==> src/rtl/rca_seq_mult.sv <==
// Sequential 8x8 unsigned shift-and-add multiplier.
// One shared ripple-carry adder performs one partial-product addition per
// clock; a three-state sequencer (IDLE/RUN/DONE) loads operands, runs eight
// add-and-shift steps and presents the 16-bit product under valid/ready.

// 8-bit ripple-carry adder: s carries the full sum including the carry-out
// in its top bit; cout duplicates that carry for callers that want it apart.
module rca #(
    parameter int unsigned WIDTH = 8
) (
    input  logic [WIDTH-1:0] x,
    input  logic [WIDTH-1:0] y,
    input  logic             cin,
    output logic [WIDTH:0]   s,
    output logic             cout
);

    logic [WIDTH:0] carry;

    // Bit-serial carry chain from LSB to MSB.
    always_comb begin
        carry    = '0;
        s        = '0;
        carry[0] = cin;
        for (int unsigned i = 0; i < WIDTH; i++) begin
            s[i]       = x[i] ^ y[i] ^ carry[i];
            carry[i+1] = (x[i] & y[i]) | (x[i] & carry[i]) | (y[i] & carry[i]);
        end
        s[WIDTH] = carry[WIDTH];
        cout     = carry[WIDTH];
    end

endmodule

module rca_seq_mult #(
    parameter int unsigned WIDTH = 8,
    parameter int unsigned CNT_W = 3
) (
    input  logic                 clk,
    input  logic                 rst,
    input  logic                 in_valid,
    output logic                 in_ready,
    input  logic [WIDTH-1:0]     a,
    input  logic [WIDTH-1:0]     b,
    output logic                 out_valid,
    input  logic                 out_ready,
    output logic [2*WIDTH-1:0]   p,
    output logic                 busy
);

    // The adder and the iteration counter are sized for exactly 8 bits.
    if (WIDTH != 8 || CNT_W != 3) begin : g_param_check
        $error("rca_seq_mult supports only WIDTH=8, CNT_W=3");
    end

    typedef enum logic [1:0] {
        IDLE = 2'd0,
        RUN  = 2'd1,
        DONE = 2'd2
    } state_e;

    state_e             state_q, state_d;
    logic [WIDTH-1:0]   mcand_q, mcand_d;   // M: multiplicand
    logic [WIDTH-1:0]   acc_q,   acc_d;     // A: upper accumulator
    logic [WIDTH-1:0]   mplr_q,  mplr_d;    // Q: multiplier / low product
    logic               carry_q, carry_d;   // C
    logic [CNT_W-1:0]   cnt_q,   cnt_d;

    logic [WIDTH-1:0]   addend;
    logic [WIDTH:0]     sum;
    logic               accept;

    assign addend = mplr_q[0] ? mcand_q : '0;
    assign accept = in_valid && in_ready;
    assign p      = {acc_q, mplr_q};

    rca #(.WIDTH(WIDTH)) u_rca (
        .x    (acc_q),
        .y    (addend),
        .cin  (carry_q),
        .s    (sum),
        .cout ()
    );

    // State register; reset returns to IDLE and aborts any operation.
    always_ff @(posedge clk) begin
        if (rst) state_q <= IDLE;
        else     state_q <= state_d;
    end

    // Next-state logic; unused encodings fall back to IDLE.
    always_comb begin
        state_d = state_q;
        case (state_q)
            IDLE:    if (accept) state_d = RUN;
            RUN:     if (cnt_q == CNT_W'(WIDTH - 1)) state_d = DONE;
            DONE:    if (out_ready) state_d = IDLE;
            default: state_d = IDLE;
        endcase
    end

    // Handshake and status outputs decoded from the current state.
    always_comb begin
        in_ready  = (state_q == IDLE) && !rst;
        out_valid = (state_q == DONE);
        busy      = (state_q != IDLE);
    end

    // Datapath next values: load in IDLE, add-and-shift in RUN, hold otherwise.
    always_comb begin
        mcand_d = mcand_q;
        acc_d   = acc_q;
        mplr_d  = mplr_q;
        carry_d = carry_q;
        cnt_d   = cnt_q;
        case (state_q)
            IDLE: begin
                if (accept) begin
                    mcand_d = a;
                    mplr_d  = b;
                    acc_d   = '0;
                    carry_d = 1'b0;
                    cnt_d   = '0;
                end
            end
            RUN: begin
                // {C,A,Q} <= {0, sum, Q[7:1]}: the add and the right shift
                // happen in one step, so C is always cleared afterwards.
                acc_d   = sum[WIDTH:1];
                mplr_d  = {sum[0], mplr_q[WIDTH-1:1]};
                carry_d = 1'b0;
                cnt_d   = cnt_q + 1'b1;
            end
            default: ;
        endcase
    end

    // Datapath registers.
    always_ff @(posedge clk) begin
        if (rst) begin
            mcand_q <= '0;
            acc_q   <= '0;
            mplr_q  <= '0;
            carry_q <= 1'b0;
            cnt_q   <= '0;
        end else begin
            mcand_q <= mcand_d;
            acc_q   <= acc_d;
            mplr_q  <= mplr_d;
            carry_q <= carry_d;
            cnt_q   <= cnt_d;
        end
    end

endmodule

==> config.mk <==
export PLATFORM = sky130hd
export DESIGN_NAME = rca_seq_mult
export DESIGN_NICKNAME = d
export VERILOG_FILES = /design/src/rtl/rca_seq_mult.sv
export SDC_FILE = /design/constraint.sdc
export NUM_CORES = 1
export LEC_CHECK = 0
export ABC_AREA = 1
export CAP_MARGIN = 10
export CORE_MARGIN = 2
export CORE_UTILIZATION = 48
export DETAILED_ROUTE_END_ITERATION = 8
export PLACE_DENSITY = 0.79
export SKIP_LAST_GASP = 1
export SYNTH_ARGS = -nofsm -noshare
export SYNTH_HDL_FRONTEND = slang
export SYNTH_SLANG_ARGS = --single-unit
export TNS_END_PERCENT = 20
==> constraint.sdc <==
create_clock -name clk -period 5.2 [get_ports clk]
set_input_delay 1.3 -clock clk [delete_from_list [all_inputs] [get_ports clk]]
set_output_delay 1.3 -clock clk [all_outputs]
set_load 0.005 [all_outputs]
==> run_results.csv <==
group,metric,value,unit
place,place.gp.congestion,0.724,
drt,via_count,1380,
place,port_buffers,38,
floorplanning,core-area,3050,um2
sta,fin_skew,0.00516,ns
hold_path,min_to,"mcand_q[5]",
yosys,yosysMostFrequentCell,"nand2_1",
sta,max_freq,233,MHz
yosys,syn-mean-instance-area,7.53,um2
setup_path,slowest_delay,0.70,ns
job,maxCapViolations,0,
cts,cts_buffers,5,
yosys,synth-seq-cells,29,
finish,design_area,1940,um2
sta,fin_tns_setup,0,ns
yosys,synth-main-ff-cell,"dfxtp_1",
yosys,ys_top_cells_by_count,"45 x nand2_1, 42 x nand3_1, 29 x dfxtp_1",
yosys,ys_top_cells_by_area,"dfxtp_1 38%, nand3_1 14%, nand2_1 11%, fa_1 9.1%, a21oi_1 6.8%",
sta,holdWs,0.474,ns
yosys,synth_edf_count,0,
finish,fillers,270,
finish,drive_gt1_frac,0.0630,
pwr,power-per-cell-area,235,nW/um2
cts,cts_hold_buffers,0,
setup_path,path_cells,"clkdlybuf4s50_1, nor2_2, clkdlybuf4s50_1",
pwr,switching_share,0.276,
cts,clk_pin_slew,0.09,ns
sta,min_period_over_period,0.824,
status,status,"finished, final reports clean",
yosys,yosys.area.top_type,"dfxtp_1",
floorplanning,die_w,60.6,um
pwr,pwr-share-clk,0.281,
drt,wl_per_cell,10.9,um
yosys,ys_seq_area_frac,0.378,
setup_path,r2r_start,"mplr_q[0]",
pwr,power.internal,331,uW
setup_path,worstPathMaxFanout,14,
finish,final_nets,267,
setup_path,reg2reg_slack,1.21,ns
cts,htree_num_levels,2,
hold_path,min_path_type,"reg2reg",
cts,cts-resized-gates,0,
pwr,leakage,0.777,nW
cts,cts_buffer_depth,2,
setup_path,cpMaxStageDelayCell,"clkdlybuf4s50_1",
cts,clk_latency,0.32,ns
sta,finalSetupViolCount,0,
floorplanning,start_util,0.503,
yosys,synth_fp_nets,234,
floorplanning,die_h,60.6,um
drt,totalWireLength,3080,um
sta,worst_pin_slew,0.581,ns
yosys,post-synth-top-area-fraction,0.378,
drt,drt-initial-drc-count,101,
place,hpwlAfterDp,2040,um
setup_path,worst_r2r_endpoint,"acc_q[7]",
drt,drt-pass1-iter-count,5,
yosys,yosys_warnings,0,
sta,drv_slew,0,
yosys,synth_area,1540,um2
yosys,async_reset_ff_frac,0,
place,place_area,1890,um2
setup_path,rr_worst_depth,13,
setup_path,cp-start-kind,"primary input",
cts,clkSinkCount,29,
finish,n_antenna_cell,0,
setup_path,crit_required,3.90,ns
sta,period_minus_slack,4.29,ns
grt,grt_pass1_wl,5310,um
yosys,ys_types,20,
pwr,power.share.sequential,0.540,
grt,grtUsageTotal,0.197,
grt,grt_start_max_net_pins,46,
drt,ant_nets,0,
cts,cts_setup_buffers,0,
hold_path,min-delay-start,"mcand_q[5]",
pwr,peakVddDrop,0.130,mV
setup_path,cp-end-kind,"output pin",
setup_path,critPathMostFrequentCell,"clkdlybuf4s50_1",
grt,grt_pass1_vias,1180,
pwr,comb_power_share,0.179,
grt,grt_antenna_before_repair,0,
sta,timing.final.hold_violations,0,
floorplanning,io_pins,39,
drt,viasPerCell,4.89,
yosys,synthCells,204,
cts,clk_root_buffer_cell,"clkbuf_4",
drt,drcViolationCount,0,
sta,relSlewSlack,0.612,
floorplanning,rows,20,
setup_path,critPathKind,"in2out",
setup_path,worstPathArrival,2.99,ns
floorplanning,dieArea,3670,um2
pwr,p_sw,126,uW
finish,area_growth,26.6,%
sta,rsz0062_at_grt,"no",
grt,grt_overflow,0,
cts,cts_tree,"yes",
hold_path,min_path_cells,2,
## critical path, delay by kind of cell
family        cells  cell delay [ns]
buf+inv           2             1.27
simple gates      1             0.41
## placed cells by master, fill, tap and decap left out
master and n:
nand2_1 45, nand3_1 42, clkdlybuf4s50_1 38, dfxtp_1 29, a21oi_1 21, inv_1 20, nor2_1 10, fa_1 7
or2_2 5, clkbuf_4 5, or2_1 4, ha_1 3, clkbuf_1 3, inv_2 2, nor2_2 1, nand3_4 1
nand2_4 1, o21ai_0 1
## metal layers
layer  GRT usage  up-vias  wire length [um]
li1            -      720                 -
met1       0.275      617              1550
met2       0.275       37              1330
met3      0.0640        6               123
met4      0.0932        0                80
met5           0        -                 0
## registers in the layout, indices dropped and copies added (netlist names)
name and cells:
acc_q 8, mcand_q 8, mplr_q 8, cnt_q 3
state_q 2
## worst max path at each step
stage,cells after the start,endpoint,slack [ns],start
after floorplan,14,acc_q[6],1.26,mplr_q[0]
after detailed placement,3,in_ready,0.91,rst
after global placement,3,in_ready,0.94,rst
after CTS,3,in_ready,0.90,rst
after global routing,3,in_ready,0.83,rst
final,3,in_ready,0.91,rst
## power by group through the flow
stage / combinational, mW / clock, mW / sequential, mW
6_report: 0.0817 / 0.128 / 0.247
5_1_grt: 0.0928 / 0.144 / 0.249
4_1_cts: 0.0825 / 0.130 / 0.247
3_5_place_dp: 0.0820 / 0 / 0.252
3_3_place_gp: 0.0812 / 0 / 0.252
2_1_floorplan: 0.0516 / 0 / 0.248
## metrics by stage
| stage | total power, mW | worst slack, ns | utilization | instances |
|---|---|---|---|---|
| after global placement | 0.333 | 0.943 | 0.620 | 274 |
| final | 0.457 | 0.914 | 0.636 | 282 |
| after CTS | 0.460 | 0.903 | 0.636 | 282 |
| after detailed placement | 0.334 | 0.908 | 0.620 | 274 |
| after global routing | 0.486 | 0.827 | 0.636 | 282 |
| after floorplan | 0.299 | 1.26 | - | 204 |
## kinds of logic after synthesis
group	Yosys count	share of synthesized area
simple gates	109	0.331
buf+inv	34	0.104
flops	29	0.378
compound gates	22	0.0717
fa+ha+maj	10	0.116
## layout make-up
| cell class | count | area, um2 | share of cell area |
|---|---|---|---|
| multi-input cells | 141 | 796 | 0.410 |
| flip-flops and latches | 29 | 581 | 0.299 |
| repair buffers | 38 | 380 | 0.196 |
| well taps | 44 | 55.1 | 0.0283 |
| clock buffers | 8 | 48.8 | 0.0251 |
| inverters | 22 | 82.6 | 0.0425 |
Power figures use the tool's default switching activity.
